[config.mk]
export PLATFORM = sky130hd
export DESIGN_NAME = entity_scanline_scheduler
export DESIGN_NICKNAME = d
export VERILOG_FILES = /design/src/rtl/entity_scanline_scheduler.sv
export SDC_FILE = /design/constraint.sdc
export NUM_CORES = 1
export LEC_CHECK = 0
export CAP_MARGIN = 5
export CORE_ASPECT_RATIO = 0.75
export CORE_UTILIZATION = 35
export CTS_CLUSTER_DIAMETER = 40
export DETAILED_ROUTE_END_ITERATION = 10
export SLEW_MARGIN = 20
export SYNTH_ARGS = -nofsm -noshare
export SYNTH_HDL_FRONTEND = slang
export SYNTH_SLANG_ARGS = --single-unit
[constraint.sdc]
create_clock -name clk -period 14.9 [get_ports clk]
set_clock_uncertainty 0.1 [all_clocks]
set_input_delay 2.98 -clock clk [delete_from_list [all_inputs] [get_ports clk]]
set_output_delay 2.98 -clock clk [all_outputs]
set_load 0.01 [all_outputs]
[src/rtl/entity_scanline_scheduler.sv]
// Scans packed entity words during horizontal blanking into a pending slot bank, commits the
// bank at end of line, and emits a registered, priority-resolved per-pixel sprite descriptor.
module entity_scanline_scheduler #(
  parameter int NUM_ENTITIES = 16,
  parameter int SLOTS        = 4,
  parameter int UPSCALE      = 5,
  parameter int TILE_SIZE    = 8,
  parameter int TILES_H      = 16,
  parameter int H_ACTIVE     = 640,
  parameter int H_TOTAL      = 800,
  parameter int V_ACTIVE     = 480,
  parameter int V_TOTAL      = 525
) (
  input  logic                       clk,
  input  logic                       reset,
  input  logic [NUM_ENTITIES*14-1:0] entities_flat,
  input  logic [NUM_ENTITIES-1:0]    flip_mask,
  input  logic [9:0]                 counter_H,
  input  logic [9:0]                 counter_V,
  output logic                       out_valid,
  output logic [11:0]                out_entity,
  output logic                       overflow,
  output logic                       scan_busy
);
  localparam int KW = (NUM_ENTITIES > 1) ? $clog2(NUM_ENTITIES) : 1;
  localparam int CW = $clog2(SLOTS + 2);

  localparam logic [9:0]    HA     = 10'(H_ACTIVE);
  localparam logic [9:0]    HLAST  = 10'(H_TOTAL - 1);
  localparam logic [9:0]    VA     = 10'(V_ACTIVE);
  localparam logic [9:0]    VLAST  = 10'(V_TOTAL - 1);
  localparam logic [9:0]    TPX    = 10'(TILE_SIZE * UPSCALE);
  localparam logic [9:0]    UPS    = 10'(UPSCALE);
  localparam logic [9:0]    TH     = 10'(TILES_H);
  localparam logic [2:0]    CMAX   = 3'(TILE_SIZE - 1);
  localparam logic [KW-1:0] KLAST  = KW'(NUM_ENTITIES - 1);
  localparam logic [CW-1:0] CSLOTS = CW'(SLOTS);
  localparam logic [CW-1:0] CSAT   = CW'(SLOTS + 1);

  typedef enum logic [1:0] {S_IDLE, S_SCAN, S_DONE} state_t;
  state_t state_q, state_d;

  logic [KW-1:0]    k_q;
  logic [CW-1:0]    cnt_q;
  logic             povf_q, ovf_q;
  logic [9:0]       tgt_q;
  logic [SLOTS-1:0] pv_q, av_q;
  logic [9:0]       px_q   [SLOTS];
  logic [2:0]       prow_q [SLOTS];
  logic [3:0]       pid_q  [SLOTS];
  logic [1:0]       por_q  [SLOTS];
  logic             pfl_q  [SLOTS];
  logic [9:0]       ax_q   [SLOTS];
  logic [2:0]       arow_q [SLOTS];
  logic [3:0]       aid_q  [SLOTS];
  logic [1:0]       aor_q  [SLOTS];
  logic             afl_q  [SLOTS];
  logic             out_valid_q;
  logic [11:0]      out_entity_q;

  logic             start, commit, scan_step, last, hit, store;
  logic [9:0]       tgt_next, ent_loc, ex, ey, ex0, ey0, trow_rem;
  logic [10:0]      ey_end;
  logic [2:0]       trow;
  logic [13:0]      ent;
  logic             ent_flip;
  logic [SLOTS-1:0] slot_sel;

  // A new blanking interval always (re)starts the scan, whatever state we are in.
  assign start     = (counter_H == HA);
  assign commit    = (state_q == S_DONE) && !start && (counter_H == HLAST);
  assign scan_step = (state_q == S_SCAN) && !start;
  assign last      = (k_q == KLAST);
  assign tgt_next  = (counter_V == VLAST) ? 10'd0 : counter_V + 10'd1;

  always_comb begin
    ent      = '0;
    ent_flip = 1'b0;
    for (int i = 0; i < NUM_ENTITIES; i++) begin
      if (k_q == KW'(i)) begin
        ent      = entities_flat[i*14 +: 14];
        ent_flip = flip_mask[i];
      end
    end
  end

  assign ent_loc  = {2'b00, ent[7:0]};
  assign ex       = ent_loc % TH;
  assign ey       = ent_loc / TH;
  assign ex0      = ex * TPX;
  assign ey0      = ey * TPX;
  assign ey_end   = {1'b0, ey0} + {1'b0, TPX};
  assign hit      = (ent[13:10] != 4'hF) && (tgt_q < VA) && (tgt_q >= ey0) && ({1'b0, tgt_q} < ey_end);
  assign trow_rem = tgt_q % TPX;
  assign trow     = 3'(trow_rem / UPS);
  assign store    = scan_step && hit && (cnt_q < CSLOTS);

  always_comb begin
    slot_sel = '0;
    for (int s = 0; s < SLOTS; s++) begin
      slot_sel[s] = store && (cnt_q == CW'(s));
    end
  end

  always_comb begin
    state_d = state_q;
    if (start) begin
      state_d = S_SCAN;
    end else begin
      case (state_q)
        S_SCAN:  if (last) state_d = S_DONE;
        S_DONE:  if (commit) state_d = S_IDLE;
        default: state_d = state_q;
      endcase
    end
  end

  // Per-pixel lookup: lowest-numbered active slot covering counter_H wins.
  logic        pix_hit;
  logic [11:0] pix_ent;
  logic [9:0]  off;
  logic [2:0]  c, col;

  always_comb begin
    pix_hit = 1'b0;
    pix_ent = 12'hFFF;
    off     = '0;
    c       = '0;
    col     = '0;
    if (counter_H < HA && counter_V < VA) begin
      for (int s = 0; s < SLOTS; s++) begin
        if (!pix_hit && av_q[s] && counter_H >= ax_q[s] &&
            {1'b0, counter_H} < ({1'b0, ax_q[s]} + {1'b0, TPX})) begin
          pix_hit = 1'b1;
          off     = counter_H - ax_q[s];
          c       = 3'(off / UPS);
          col     = afl_q[s] ? CMAX - c : c;
          pix_ent = {arow_q[s], col, aid_q[s], aor_q[s]};
        end
      end
    end
  end

  always_ff @(posedge clk or negedge reset) begin
    if (!reset) begin
      state_q      <= S_IDLE;
      k_q          <= '0;
      cnt_q        <= '0;
      povf_q       <= 1'b0;
      pv_q         <= '0;
      av_q         <= '0;
      ovf_q        <= 1'b0;
      out_valid_q  <= 1'b0;
      out_entity_q <= 12'hFFF;
    end else begin
      state_q <= state_d;
      if (start) begin
        k_q    <= '0;
        cnt_q  <= '0;
        povf_q <= 1'b0;
        pv_q   <= '0;
      end else if (scan_step) begin
        k_q  <= k_q + KW'(1);
        pv_q <= pv_q | slot_sel;
        if (hit && cnt_q != CSAT) cnt_q <= cnt_q + CW'(1);
        if (hit && cnt_q >= CSLOTS) povf_q <= 1'b1;
      end
      if (commit) begin
        av_q  <= pv_q;
        ovf_q <= povf_q;
      end
      out_valid_q  <= pix_hit;
      out_entity_q <= pix_ent;
    end
  end

  // Slot payloads carry no reset; their valid bits above gate every use.
  always_ff @(posedge clk) begin
    if (start) tgt_q <= tgt_next;
    for (int s = 0; s < SLOTS; s++) begin
      if (slot_sel[s]) begin
        px_q[s]   <= ex0;
        prow_q[s] <= trow;
        pid_q[s]  <= ent[13:10];
        por_q[s]  <= ent[9:8];
        pfl_q[s]  <= ent_flip;
      end
      if (commit) begin
        ax_q[s]   <= px_q[s];
        arow_q[s] <= prow_q[s];
        aid_q[s]  <= pid_q[s];
        aor_q[s]  <= por_q[s];
        afl_q[s]  <= pfl_q[s];
      end
    end
  end

  assign out_valid  = out_valid_q;
  assign out_entity = out_entity_q;
  assign overflow   = ovf_q;
  assign scan_busy  = (state_q == S_SCAN);

endmodule

==> flow_summary_export.csv <==
group,metric,value,unit
hold_path,hp-start,"pfl_q[3]$_DFFE_PP_",
timing,rsz0062_at_grt,"no",
critical_path,critical-path-slowest-cell,"clkdlybuf4s50_1",
finish,layout_cell_share_with_drive_strength_beyond_1,0.0821,
routing,detailroute.via_count,14200,
flow_run,drv.max_cap_violation_count,0,
timing,post-route-period-util,0.596,
critical_path,worst-endpoint-arrival,9.11,ns
clock_tree,cts_post_setup_buffers_inserted,0,
yosys,proportion_of_synthesized_chip_area_in_sequential_cells,0.340,
routing,post_drt_wl_per_cell,21.1,um
floorplan,core_region_area,42500,um2
outcome,run_status,"finished clean",
timing,report.final.slew_viol_count,0,
yosys,synth_top_area_share,0.287,
clock_tree,cts.sinks,178,
timing,timing_hold_violations_final,0,
clock_tree,cts_resized,0,
clock_tree,clockBufferDepth,2,
timing,tightest_slew,1.00,ns
floorplan,dieArea,44500,um2
yosys,synth_cells,1665,
power_and_ir_drop,total_power,1.61,mW
clock_tree,clk_pin_slew,0.07,ns
yosys,yosys_most_used_dff,"edfxtp_1",
critical_path,crit_path_cell_trace,"clkdlybuf4s50_1 -> ha_1 -> or2_2 -> o31ai_1 -> xor2_1 -> a21oi_1 -> a2bb2o_1 -> o32ai_2 -> nor2_1 -> a21boi_0 -> o22ai_1 -> nor2_1 -> ha_1 -> inv_1 -> a221oi_1 -> o21ai_1 -> a31oi_1 -> xnor2_1 -> nor3_1 -> a21o_1 -> o31ai_1",
critical_path,cell_class_contributing_the_biggest_share_of_worst_path_delay,"compound AO/OA/AOI/OAI gates",
timing,final-setup-viol-count,0,
yosys,synth_fp_nets,2037,
global_route,grt_antenna_before_repair,3,
critical_path,worst_setup_path_start,"counter_H[5]",
yosys,synth.lib_cells_used.distinct,117,
finish,final_common_cell,"clkdlybuf4s50_1",
routing,antenna_left,0,
yosys,ys_seq_elements,178,
floorplan,top_level_port_count,277,
routing,routed_wl,52.1,mm
critical_path,cp_data_required_time,15.13,ns
routing,drt_pre_antenna_iters,5,
power_and_ir_drop,leakage,6.92,nW
routing,drt_first_iter_violations,1010,
global_route,all_layer_global_routing_usage,0.232,
yosys,synth.largest_area_cell,"edfxtp_1",
global_route,gr-total-overflow,0,
floorplan,placement_rows,65,
critical_path,crit_path_max_fanout,11,
power_and_ir_drop,power_per_cell_area,84.1,nW/um2
global_route,maximum_number_of_pins_on_one_net_before_global_route_repair,74,
routing,route.detailed.vias_per_inst,5.76,
floorplan,initial_core_util,0.359,
global_route,number_of_global_route_vias_before_repair,14000,
critical_path,timing.rr.start,"k_q[1]$_DFFE_PN0P_",
floorplan,die_width,243,um
yosys,yosys_warnings,0,
timing,timing.slew.headroom,0.333,
yosys,synth_area,15300,um2
yosys,synthArstFlopShare,0.180,
clock_tree,hold_buf_count_cts,0,
power_and_ir_drop,vdd_ir_drop_max,0.0734,mV
floorplan,die_height,183,um
routing,route.detailed.drc,0,
finish,num-nets-final,2260,
placed_design,detailed_placement_wirelength_estimate,41.2,mm
finish,layout_stage_area_growth_over_the_synthesis_result,25.4,%
finish,layout_common_cells,"clkdlybuf4s50_1, edfxtp_1, nand2_1",
critical_path,crit_type,"primary input to register",
clock_tree,htree_levels,4,
clock_tree,cts_tree,"yes",
critical_path,cpPeakStageDelay,0.76,ns
placed_design,gpl.final_weighted_congestion,0.967,
critical_path,critPathBufInv,2,
placed_design,io_buffer_count,276,
critical_path,endpoint_kind,"register",
timing,final.min_clock_period,8.88,ns
clock_tree,cts-buffers-inserted,17,
yosys,synth_area_leaders,"edfxtp_1, ha_1, o21ai_0",
clock_tree,clk-insertion-delay-late,0.42,ns
clock_tree,clock_tree.root_cell,"clkbuf_16",
timing,fin_tns_setup,0,ns
yosys,synth-edff-count,146,
yosys,postSynthAreaPerCell,9.18,um2
timing,fmaxAchievable,0.113,GHz
critical_path,critical_path.startpoint_type,"primary input",
global_route,grt_first_pass_wirelength,80.3,mm
hold_path,hold_class,"register to register",
[through the flow]
stage | setup slack, ns | hold slack [ns] | utilization | cell area (um2) | cells
after floorplan | 4.11 | 0.300 | - | 15300 | 1665
after global placement | 5.64 | 0.302 | 0.436 | 18500 | 2438
after detailed placement | 5.57 | 0.305 | 0.436 | 18500 | 2438
after CTS | 5.97 | 0.315 | 0.451 | 19200 | 2470
after global routing | 5.53 | 0.319 | 0.451 | 19200 | 2471
final | 6.02 | 0.315 | 0.451 | 19200 | 2471
[layout make-up]
| class | count | area (um2) |
|---|---|---|
| Fill cell | 4100 | 23400 |
| Multi-Input combinational cell | 1313 | 9400 |
| Sequential cell | 178 | 5200 |
| Tap cell | 569 | 712 |
| Inverter | 80 | 300 |
| Clock buffer | 25 | 485 |
| Antenna cell | 1 | 2.50 |
| Clock inverter | 7 | 148 |
| Timing Repair Buffer | 298 | 2920 |
[cell usage after synthesis, types with 16 or more instances]
| cell | number |
|---|---|
| o211ai_1 | 21 |
| a22oi_1 | 46 |
| ha_1 | 104 |
| nor4_1 | 17 |
| o22ai_1 | 17 |
| xnor2_1 | 54 |
| buf_2 | 22 |
| a221oi_1 | 25 |
| nor2b_1 | 23 |
| clkbuf_1 | 58 |
| o21a_1 | 27 |
| nor2_1 | 130 |
| o21ai_0 | 126 |
| nand3_1 | 29 |
| a211oi_1 | 16 |
| and2_1 | 23 |
| dfrtp_1 | 20 |
| xor2_1 | 26 |
| nand2_1 | 140 |
| nor3_1 | 48 |
| inv_1 | 79 |
| edfxtp_1 | 146 |
| a31oi_1 | 26 |
| a221o_1 | 21 |
| a21oi_1 | 75 |
| nand4_1 | 17 |
[state kept, by name, indices dropped and copies added, names as in the netlist, 2 cells and up]
name        flops
ax_q           28
px_q           28
aid_q          16
pid_q          16
arow_q         12
out_entity     12
prow_q         12
tgt_q          10
aor_q           8
por_q           8
afl_q           4
av_q            4
k_q             4
pfl_q           4
pv_q            4
cnt_q           3
state_q         2
[cells by family (layout without fill, tap and decap cells)]
logic type / after synthesis / in the layout / synth area share
xor+xnor: 85 / 85 / 0.0512
compound gates: 586 / 586 / 0.284
fa+ha+maj: 112 / 112 / 0.0943
simple gates: 506 / 506 / 0.162
other cells: 0 / 1 / 0
mux: 24 / 24 / 0.0219
flops: 178 / 178 / 0.340
buf+inv: 174 / 410 / 0.0464
[path summary, 6_finish.rpt]
kind	to	slack, ns	cells after the start
min in group asynchronous	out_valid$_DFF_PN0_	2.54	1
max in group asynchronous	state_q[0]$_DFFE_PN0P_	11.64	1
setup reg to reg	prow_q[3][0]$_DFFE_PP_	7.55	29
hold reg to reg	afl_q[3]$_DFFE_PP_	0.31	0
hold / removal	afl_q[3]$_DFFE_PP_	0.31	0
setup / recovery	out_entity[7]$_DFF_PN1_	6.02	21
[where the power goes]
part	internal, mW	switching, mW	leakage, nW
sequential	0.550	0.00194	1.69
combinational	0.250	0.335	4.92
clock	0.296	0.179	0.304
total	1.10	0.516	6.92
[worst register-to-register path, delay by kind of cell (launching register included)]
| family | cells | cell delay [ns] |
|---|---|---|
| DFF | 1 | 0.41 |
| adders and majority gates | 5 | 1.36 |
| AOI/OAI and AO/OA | 10 | 1.73 |
| and+or+nand+nor | 10 | 2.58 |
| buffers and inverters | 4 | 0.79 |
[layer usage]
layer	wire length (um)	share of wire	vias up	global-route usage
li1	-	-	6837	-
met5	13	0.00025	-	0
met1	21500	0.41	6804	0.285
met3	2800	0.054	70	0.0313
met4	2260	0.043	2	0.100
met2	25600	0.49	512	0.407
(Power assumes the default switching activity.)
